**config.mk**
```make
export PLATFORM = sky130hd
export DESIGN_NAME = alu3_seq_flat
export DESIGN_NICKNAME = d
export VERILOG_FILES = /design/src/rtl/alu3_seq_if.sv /design/src/rtl/alu3_seq.sv /design/src/flat_wrapper.sv
export SDC_FILE = /design/constraint.sdc
export NUM_CORES = 1
export LEC_CHECK = 0
export ABC_CLOCK_PERIOD_IN_PS = 2700
export BUFFER_PORTS_ARGS = -buffer_cell sky130_fd_sc_hd__clkbuf_2
export CAP_MARGIN = 20
export CORE_MARGIN = 2
export CORE_UTILIZATION = 39
export DETAILED_ROUTE_END_ITERATION = 10
export GPL_ROUTABILITY_DRIVEN = 0
export PLACE_DENSITY_LB_ADDON = 0.2
export SETUP_SLACK_MARGIN = 0.02
export SLEW_MARGIN = 20
export SYNTH_ARGS = -nofsm -noshare
export SYNTH_HDL_FRONTEND = slang
export SYNTH_SLANG_ARGS = --single-unit
```
**constraint.sdc**
```tcl
create_clock -name clk -period 2.7 [get_ports clk]
set_input_delay 0.405 -clock clk [delete_from_list [all_inputs] [get_ports clk]]
set_output_delay 0.405 -clock clk [all_outputs]
set_load 0.02 [all_outputs]
```
**src/rtl/alu3_seq_if.sv**
```systemverilog
// Bus between the control unit (master) and the alu3_seq digit-serial sequencer (slave).
// Carries the operation request, the assembled result, its flags, and an FSM state debug view.
interface alu3_seq_if #(
    parameter int DIGITS = 4
);
    localparam int W = 3 * DIGITS;

    // start is accepted on a rising edge only while busy=0; busy is high for the
    // DIGITS cycles after an accepted start, and done pulses for one cycle when
    // result/c_out/zero/ovf have been updated. A start seen while busy is dropped.
    logic           start;
    logic [W-1:0]   a;
    logic [W-1:0]   b;
    logic           nx;
    logic           ns;
    logic           n;
    logic           c_in;
    logic           busy;
    logic           done;
    logic [W-1:0]   result;
    logic           c_out;
    logic           zero;
    logic           ovf;
    logic [1:0]     state_dbg;

    modport master (
        output start, a, b, nx, ns, n, c_in,
        input  busy, done, result, c_out, zero, ovf, state_dbg
    );

    modport slave (
        input  start, a, b, nx, ns, n, c_in,
        output busy, done, result, c_out, zero, ovf, state_dbg
    );
endinterface

```
**src/rtl/alu3_seq.sv**
```systemverilog
// Digit-serial ALU sequencer: runs a W-bit op on one 3-bit CLA slice, LSB digit first.
// Optional signed-overflow flag is enabled by defining ALU3_SEQ_OVF_EN.
module alu3_seq #(
    parameter int DIGITS = 4
) (
    input  logic      clk,
    input  logic      reset,
    alu3_seq_if.slave bus
);
    localparam int W  = 3 * DIGITS;
    localparam int CW = (DIGITS > 1) ? $clog2(DIGITS) : 1;
    localparam logic [CW-1:0] LAST = CW'(DIGITS - 1);

    typedef enum logic [1:0] {
        IDLE = 2'd0,
        RUN  = 2'd1,
        DONE = 2'd2
    } state_t;

    state_t         state;
    logic [W-1:0]   a_r;
    logic [W-1:0]   b_r;
    logic [W-1:0]   shreg;
    logic [W-1:0]   result_r;
    logic           nx_r;
    logic           ns_r;
    logic           n_r;
    logic           carry;
    logic           busy_r;
    logic           done_r;
    logic           c_out_r;
    logic           zero_r;
    logic [CW-1:0]  cnt;

    logic [2:0]     a_d;
    logic [2:0]     b_d;
    logic [2:0]     p;
    logic [2:0]     g;
    logic [2:0]     q;
    logic           c0;
    logic           c1;
    logic           cout;
    logic [W-1:0]   next_result;

    // Operands are shifted right each RUN cycle so the active digit is always bits [2:0].
    assign a_d  = a_r[2:0] & {3{ns_r}};
    assign b_d  = b_r[2:0] & {3{n_r}};
    assign p    = a_d | b_d;
    assign g    = a_d & b_d & {3{nx_r}};
    assign c0   = g[0] | (p[0] & carry);
    assign c1   = g[1] | (p[1] & g[0]) | (p[1] & p[0] & carry);
    assign cout = g[2] | (p[2] & g[1]) | (p[2] & p[1] & g[0]) | (p[2] & p[1] & p[0] & carry);
    assign q    = a_d ^ b_d ^ {c1, c0, carry};

    assign next_result = (shreg >> 3) | (W'(q) << (W - 3));

`ifdef ALU3_SEQ_OVF_EN
    logic ovf_r;
    assign bus.ovf = ovf_r;
`else
    assign bus.ovf = 1'b0;
`endif

    assign bus.busy      = busy_r;
    assign bus.done      = done_r;
    assign bus.result    = result_r;
    assign bus.c_out     = c_out_r;
    assign bus.zero      = zero_r;
    assign bus.state_dbg = state;

    always_ff @(posedge clk) begin
        if (reset) begin
            state    <= IDLE;
            busy_r   <= 1'b0;
            done_r   <= 1'b0;
            result_r <= '0;
            c_out_r  <= 1'b0;
            zero_r   <= 1'b1;
            cnt      <= '0;
            carry    <= 1'b0;
            shreg    <= '0;
            a_r      <= '0;
            b_r      <= '0;
            nx_r     <= 1'b0;
            ns_r     <= 1'b0;
            n_r      <= 1'b0;
`ifdef ALU3_SEQ_OVF_EN
            ovf_r    <= 1'b0;
`endif
        end else begin
            done_r <= 1'b0;
            case (state)
                IDLE, DONE: begin
                    if (bus.start) begin
                        a_r    <= bus.a;
                        b_r    <= bus.b;
                        nx_r   <= bus.nx;
                        ns_r   <= bus.ns;
                        n_r    <= bus.n;
                        carry  <= bus.c_in & bus.nx;
                        cnt    <= '0;
                        busy_r <= 1'b1;
                        state  <= RUN;
                    end else begin
                        state  <= IDLE;
                    end
                end
                RUN: begin
                    a_r   <= a_r >> 3;
                    b_r   <= b_r >> 3;
                    shreg <= next_result;
                    carry <= cout;
                    cnt   <= cnt + 1'b1;
                    // Flags are only published here so they never expose partial digits.
                    if (cnt == LAST) begin
                        state    <= DONE;
                        busy_r   <= 1'b0;
                        done_r   <= 1'b1;
                        result_r <= next_result;
                        c_out_r  <= cout;
                        zero_r   <= (next_result == '0);
`ifdef ALU3_SEQ_OVF_EN
                        ovf_r    <= c1 ^ cout;
`endif
                    end
                end
                default: state <= IDLE;
            endcase
        end
    end
endmodule

```
**src/flat_wrapper.sv**
```systemverilog
// flat-port wrapper written by rule: the top's interface ports become plain ports
module alu3_seq_flat 
#(
    parameter int DIGITS = 4
)
  (clk, reset, bus_start, bus_a, bus_b, bus_nx, bus_ns, bus_n, bus_c_in, bus_busy, bus_done, bus_result, bus_c_out, bus_zero, bus_ovf, bus_state_dbg);
  alu3_seq_if #(.DIGITS(DIGITS)) bus_i ();
  input  logic clk;
  input  logic reset;
  input wire logic [$bits(bus_i.start)-1:0] bus_start;
  input wire logic [$bits(bus_i.a)-1:0] bus_a;
  input wire logic [$bits(bus_i.b)-1:0] bus_b;
  input wire logic [$bits(bus_i.nx)-1:0] bus_nx;
  input wire logic [$bits(bus_i.ns)-1:0] bus_ns;
  input wire logic [$bits(bus_i.n)-1:0] bus_n;
  input wire logic [$bits(bus_i.c_in)-1:0] bus_c_in;
  output wire logic [$bits(bus_i.busy)-1:0] bus_busy;
  output wire logic [$bits(bus_i.done)-1:0] bus_done;
  output wire logic [$bits(bus_i.result)-1:0] bus_result;
  output wire logic [$bits(bus_i.c_out)-1:0] bus_c_out;
  output wire logic [$bits(bus_i.zero)-1:0] bus_zero;
  output wire logic [$bits(bus_i.ovf)-1:0] bus_ovf;
  output wire logic [$bits(bus_i.state_dbg)-1:0] bus_state_dbg;
  assign bus_i.start = bus_start;
  assign bus_i.a = bus_a;
  assign bus_i.b = bus_b;
  assign bus_i.nx = bus_nx;
  assign bus_i.ns = bus_ns;
  assign bus_i.n = bus_n;
  assign bus_i.c_in = bus_c_in;
  assign bus_busy = bus_i.busy;
  assign bus_done = bus_i.done;
  assign bus_result = bus_i.result;
  assign bus_c_out = bus_i.c_out;
  assign bus_zero = bus_i.zero;
  assign bus_ovf = bus_i.ovf;
  assign bus_state_dbg = bus_i.state_dbg;
  alu3_seq #(.DIGITS(DIGITS)) u_core (.clk(clk), .reset(reset), .bus(bus_i));
endmodule
```
==> impl_metrics.toml, run 1 <==
[synth]
yosys_register_bits = 57
yosysUniqueCellTypes = 33
syn_avg_cell_area_sq_um = 8.13
ys_top_cells_by_count = "57 x dfxtp_1, 52 x nand2_1, 38 x nor2_1"
syn_nets = 319
mappedNetlistArea_sq_mm = 0.00228
synth_ff_type = "dfxtp_1"
yosysTopAreaCellShare = 0.500
yosysWarningCount = 0
synth_top_area_cell = "dfxtp_1"
syn_inst = 281
synthArstFlopShare = 0
synth.area.top_cells = "dfxtp_1 50%, nand2_1 8.5%, nor2_1 6.2%"
synth_edf_count = 0
synth.most_common_cell = "dfxtp_1"
yosysSeqAreaShare = 0.500

[critical_path]
r2r_end = "u_core.bus.zero$_SDFFE_PP1P_"
r2r_slack_ns = 0.81
rr_worst_depth = 5
worstPathMaxFanout = 15
worst_setup_path_start_kind = "flip-flop"
rr_startpoint = "u_core.bus.state_dbg[0]$_SDFFE_PP0P_"
startpoint = "u_core.bus.state_dbg[0]$_SDFFE_PP0P_"
critPathKind = "flip-flop to flip-flop"
endpoint_kind = "flip-flop"
worstPathArrival_ns = 2.16
cp.required_ns = 2.97

[power_and_ir_drop]
swShare = 0.252
seq_power_share = 0.501
ir_drop_uv = 350
pwr-share-clk = 0.397
cellLeakagePower_uw = 0.00116
p_int_uw = 1360
p_per_area_mw_per_mm2 = 664
p_sw_uw = 458
power_frac_comb = 0.102

[placed_design]
io_buffers = 48
dp_hpwl_microns = 3360
dp_worst_setup_slack_ns = 0.854
dp.cells = 385

[flow_run]
drv_cap = 0

[floorplan]
ios = 50
num_rows = 27
fp.coreArea_sq_mm = 0.00557
die_w_microns = 80.5
start_util = 0.410
die_y_microns = 80.5
die-area_sq_mm = 0.00648

[finish]
drive_above_1_share = 0.207
layout.nets = 362
diodes = 0
area_growth_pct = 20.1
instances_no_fill = 400
finish.utilization = 0.492

[global_routing]
grt.overflow.total = 0
grt_pass1_vias = 1874
met2_usage = 0.253
grt-busiest-layer = "met1"
grt_pass1_wl_microns = 8930
grt_max_degree = 58
antenna_found_initial = 0
met3_usage = 0.0449
grt.total_usage = 0.179
met1_usage = 0.255

[clocking]
clock_path_buffers = 2
cts-root-buf = "clkbuf_8"
holdBufCountCts = 0
clock_latency_ns = 0.32
htreeDepth = 3
clkTransAtPathRegs_ns = 0.06
cts_resized = 0
cts_made_buffers = 9
cts_tree = "built"
cts.sinks = 57
post-cts-setup-buffer-count = 0

[sta]
fin_ws_ns = 0.807
whs_ns = 0.309
period_share = 0.701
fin_worst_skew_ns = 0.00545
finalHoldViolCount = 0
finalCriticalPeriod_ns = 1.89
finalSetupTns_ns = 0
drv_slew = 0
tightestPinTransition_ns = 1.04
rsz0062_at_grt = "no"
finalSetupViolCount = 0
max_slew_margin = 0.305
fmax_mhz = 528

[drt]
routed_wl_microns = 5250
drt_first_pass_iters = 4
wl_per_cell_microns = 13.1
drc = 0
drtAntennaViolNets = 0
drtIter0Drc = 121
viasPerCell = 4.93
vias = 1973

[min_path]
hold_path_class = "input pin to flip-flop"
holdPathEnd = "u_core.ns_r$_SDFFE_PP0P_"
hold_start = "bus_ns"
hold_depth = 3

[run_status]
status = "complete, no violations"
-- through the flow --
stage | power, uW | area, sq um
2_1_floorplan | 1060 | 2280
3_3_place_gp | 1110 | 2560
3_5_place_dp | 1120 | 2560
4_1_cts | 1840 | 2740
5_1_grt | 1910 | 2740
6_report | 1820 | 2740
-- critical path: stages, from the launching register on --
cell,delay (ns)
dfxtp_1,0.39
and2b_1,0.40
and2_1,0.51
nand4_1,0.17
a211oi_2,0.24
a211o_1,0.12
-- cell usage in the layout, fill, tap and decap left out, drive strengths merged --
cell type,count
o21bai,1
o22ai,16
nand2b,2
or3,1
nor2b,3
dfxtp,57
nand3,3
nand2,52
and2,4
and2b,1
o21a,1
clkbuf,60
a22oi,7
buf,4
nor2,38
a21oi,25
a211oi,3
conb,1
inv,8
nor3,21
ha,7
a21boi,1
nand4,1
xnor2,2
a311oi,3
or4,1
clkinvlp,1
a211o,1
clkinv,1
o21ai,1
or3b,1
-- cells by family after synthesis --
group           count (synthesis)  synth area share
simple gates                  128             0.245
compound gates                 59             0.161
flops                          57             0.500
buf+inv                        27            0.0466
fa+ha+maj                       7            0.0384
xor+xnor                        2           0.00767
other cells                     1           0.00164
-- per-layer routing --
layer / up-vias / part of all wire / wire (microns)
met5: - / 0 / 0
met4: 0 / 0.0088 / 46
met3: 5 / 0.040 / 208
met2: 45 / 0.43 / 2240
met1: 887 / 0.52 / 2750
li1: 1036 / - / -
-- power by group through the flow --
stage	sequential, uW	clock [uW]	combinational, uW
final	912	722	186
after CTS	912	741	188
after detailed placement	930	0	186
after global routing	916	787	211
after global placement	928	0	185
after floorplan	927	0	129
-- layout make-up --
type	instances	area, sq um
Clock buffer	13	169
Clock inverter	2	12.5
Fill cell	574	2830
Inverter	8	30.0
Multi-Input combinational cell	197	1040
Sequential cell	57	1140
Tap cell	72	90.1
Timing Repair Buffer	51	263
-- worst max-delay path by stage --
stage | to | slack [ns] | cells past startpoint
after floorplan | u_core.bus.zero$_SDFFE_PP1P_ | 0.98 | 8
after global placement | u_core.bus.zero$_SDFFE_PP1P_ | 0.91 | 8
after detailed placement | u_core.bus.zero$_SDFFE_PP1P_ | 0.85 | 5
after CTS | u_core.bus.zero$_SDFFE_PP1P_ | 0.83 | 5
after global routing | u_core.bus.zero$_SDFFE_PP1P_ | 0.62 | 5
final | u_core.bus.zero$_SDFFE_PP1P_ | 0.81 | 5
-- flip-flops by register name, summed over array words and instances, names as in the netlist --
register,flops
u_core.ns_r,1
u_core.bus.busy,1
u_core.n_r,1
u_core.bus.done,1
u_core.bus.state_dbg,2
u_core.a_r,12
u_core.cnt,2
u_core.shreg,9
u_core.nx_r,1
u_core.bus.zero,1
u_core.carry,1
u_core.b_r,12
u_core.bus.c_out,1
u_core.bus.result,12
Power figures use the tool's default switching activity.
==> run 2: changes to the inputs <==
--- a/config.mk
+++ b/config.mk
@@ -5,7 +5,8 @@
 export SDC_FILE = /design/constraint.sdc
 export NUM_CORES = 1
 export LEC_CHECK = 0
-export ABC_CLOCK_PERIOD_IN_PS = 2700
+export ABC_AREA = 1
+export ABC_CLOCK_PERIOD_IN_PS = 1600
 export BUFFER_PORTS_ARGS = -buffer_cell sky130_fd_sc_hd__clkbuf_2
 export CAP_MARGIN = 20
 export CORE_MARGIN = 2
==> constraint.sdc (replaced) <==
create_clock -name clk -period 1.6 [get_ports clk]
set_input_delay 0.24 -clock clk [delete_from_list [all_inputs] [get_ports clk]]
set_output_delay 0.24 -clock clk [all_outputs]
set_load 0.02 [all_outputs]
==> run 2 against run 1 <==
  * Sequential cell count unchanged
  * Synthesized cell count rose by 16%
  * Worst hold slack got worse by 0.17 ns
  * Worst setup slack lost 0.56 ns
  * Sequential share of layout area decreased by 2.9 points
  * Wire length grew 4.1%
  * Non-clock buffer count is 5 higher
  * Critical endpoint is now u_core.shreg[11]$_SDFFE_PP0P_
  * Largest cell class unchanged
  * Highest routed layer unchanged
==> impl_metrics.toml, run 2 <==
[drt]
viasPerCell = 4.80
met2_length_microns = 2360
drtIter0Drc = 85
vias = 2189
maxUsedRoutingLayer = "met4"
wl_per_cell_microns = 12.0
met1Wirelength_microns = 2800
drc = 0
drt_first_pass_iters = 4
drtAntennaViolNets = 0
wl_met3_microns = 221
routed_wl_microns = 5460

[floorplan]
die_w_microns = 83.3
num_rows = 28
ios = 50
fp.coreArea_sq_mm = 0.00599
die-area_sq_mm = 0.00694
die_y_microns = 83.3
start_util = 0.410

[global_routing]
grt_pass1_vias = 2134
grt_pass1_wl_microns = 9760
grt_max_degree = 28
antenna_found_initial = 0
grt.overflow.total = 0
grt.total_usage = 0.175

[power_and_ir_drop]
power_uw = 3290
ir_drop_uv = 670
p_per_area_mw_per_mm2 = 1120
cellLeakagePower_uw = 0.00142

[critical_path]
worstPathMaxFanout = 4
critPathBufInv = 2
startpoint = "u_core.ns_r$_SDFFE_PP0P_"
worstPathArrival_ns = 1.58
crit_top_cell = "nand2_1"
cpPeakStageDelay_ns = 0.39
worst_setup_path_start_kind = "flip-flop"
critPathKind = "flip-flop to flip-flop"
cp.required_ns = 1.83
endpoint_kind = "flip-flop"
path_cells = "nand2_2 -> ha_1 -> inv_1 -> nand2_1 -> nand2_1 -> nand2_1 -> nand3_1 -> nand3_1 -> nand2_1 -> inv_1"
rr_startpoint = "u_core.ns_r$_SDFFE_PP0P_"
critPathSlowestCell = "dfxtp_1"
critPathTopFamily = "simple AND/OR/NAND/NOR gates"

[synth]
yosysTopAreaCellShare = 0.465
synth_edf_count = 0
synth_top_family_by_area = "simple AND/OR/NAND/NOR gates"
synth.area.top_cells = "dfxtp_1 46%, nand2_1 8.3%, nor2_1 8.3%"
syn_nets = 364
syn_avg_cell_area_sq_um = 7.53
synth-xor-area-share = 0
yosysWarningCount = 0
syn_inst = 326
yosys.area_share.simple = 0.255
synth-compound-area-share = 0.148
yosysUniqueCellTypes = 24
yosysSeqAreaShare = 0.465
synth.most_common_cell = "dfxtp_1"
yosys_register_bits = 57
mappedNetlistArea_sq_mm = 0.00245
synth_top_area_cell = "dfxtp_1"
synthArstFlopShare = 0
synth_mux_area_frac = 0
ys_top_cells_by_count = "57 x dfxtp_1, 54 x nand2_1, 54 x nor2_1"
synth_ff_type = "dfxtp_1"
synthAdderAreaFrac = 0.0357

[clocking]
cts-root-buf = "clkbuf_8"
clock_latency_ns = 0.33
clock_path_buffers = 2
htreeDepth = 3
cts.sinks = 57
post-cts-setup-buffer-count = 0
clkTransAtPathRegs_ns = 0.06
holdBufCountCts = 0
cts_tree = "built"
cts_made_buffers = 9

[sta]
drv_slew = 0
whs_ns = 0.137
finalSetupViolCount = 0
rsz0062_at_grt = "no"
finalHoldViolCount = 0
fmax_mhz = 740
finalCriticalPeriod_ns = 1.35
fin_worst_skew_ns = 0.00441
period_share = 0.844
finalSetupTns_ns = 0

[finish]
final_cell_mix = "57 x dfxtp_1, 53 x nor2_1, 52 x nand2_1"
layout.nets = 415
fillers = 640
drive_above_1_share = 0.241
layout_commonest_cell = "dfxtp_1"
instances_no_fill = 456
diodes = 0
area_growth_pct = 20.1

[placed_design]
io_buffers = 48
dp_hpwl_microns = 3820
dp.cells = 441

[min_path]
hold_path_class = "input pin to flip-flop"
hold_start = "bus_a[10]"

[flow_run]
drv_cap = 0

[run_status]
status = "complete, no violations"
-- run 2: cell types whose count changed after synthesis, sizes merged, moves of 11 or more --
cell,before,now
nor2,38,55
o21ai,1,36
clkbuf,16,4
nand3,3,14
o22ai,16,0
inv,8,33
-- run 2: layer usage --
metal  vias to the layer above  GRT usage
li1                       1149          -
met1                       995      0.233
met2                        39      0.262
met3                         6     0.0537
met4                         0     0.0715
met5                         -          0
-- run 2: cell type report --
cell class / instances / area [sq um] / share of cell area
Timing Repair Buffer: 56 / 300 / 0.102
Multi-Input combinational cell: 219 / 1090 / 0.369
Clock buffer: 12 / 155 / 0.0526
Tap cell: 75 / 93.8 / 0.0318
Sequential cell: 57 / 1140 / 0.387
Clock inverter: 3 / 40.0 / 0.0136
Inverter: 34 / 129 / 0.0437
-- run 2: cells by family (layout without fill, tap and decap cells) --
group,count (synthesis),count (layout)
compound gates,69,69
fa+ha+maj,7,7
buf+inv,50,105
flops,57,57
other cells,1,1
simple gates,142,142
-- run 2: path summary, 6_finish.rpt --
check | to | slack, ns | depth (start not counted)
worst min-delay path | u_core.a_r[10]$_SDFFE_PP0P_ | 0.14 | 3
worst min register to register | u_core.a_r[11]$_SDFFE_PP0P_ | 0.46 | 2
worst max register to register | u_core.shreg[11]$_SDFFE_PP0P_ | 0.25 | 10
worst max-delay path | u_core.shreg[11]$_SDFFE_PP0P_ | 0.25 | 10
-- run 2: worst min-delay path: stages --
cell      delay (ns)
clkbuf_2        0.08
nand2_1         0.05
a21oi_1         0.05
-- run 2: timing repair --
action | CTS | global route
hold endpoints to repair | 0 | 0
gates resized for setup | 0 | 3
setup endpoints to repair | 0 | 1
-- run 2: per-stage QoR --
stage,cell area [sq um],setup slack [ns],util
CTS,2940,0.219,0.491
global placement,2750,0.250,0.458
global route,2950,0.0160,0.492
detailed placement,2750,0.242,0.458
finish,2950,0.249,0.492
floorplan,2450,0.366,-
-- run 2: where the power goes --
group	total, uW	internal, uW	switching [uW]
registers	1570	1510	57.2
clock network	1330	790	538
logic	392	148	244
total	3290	2450	840
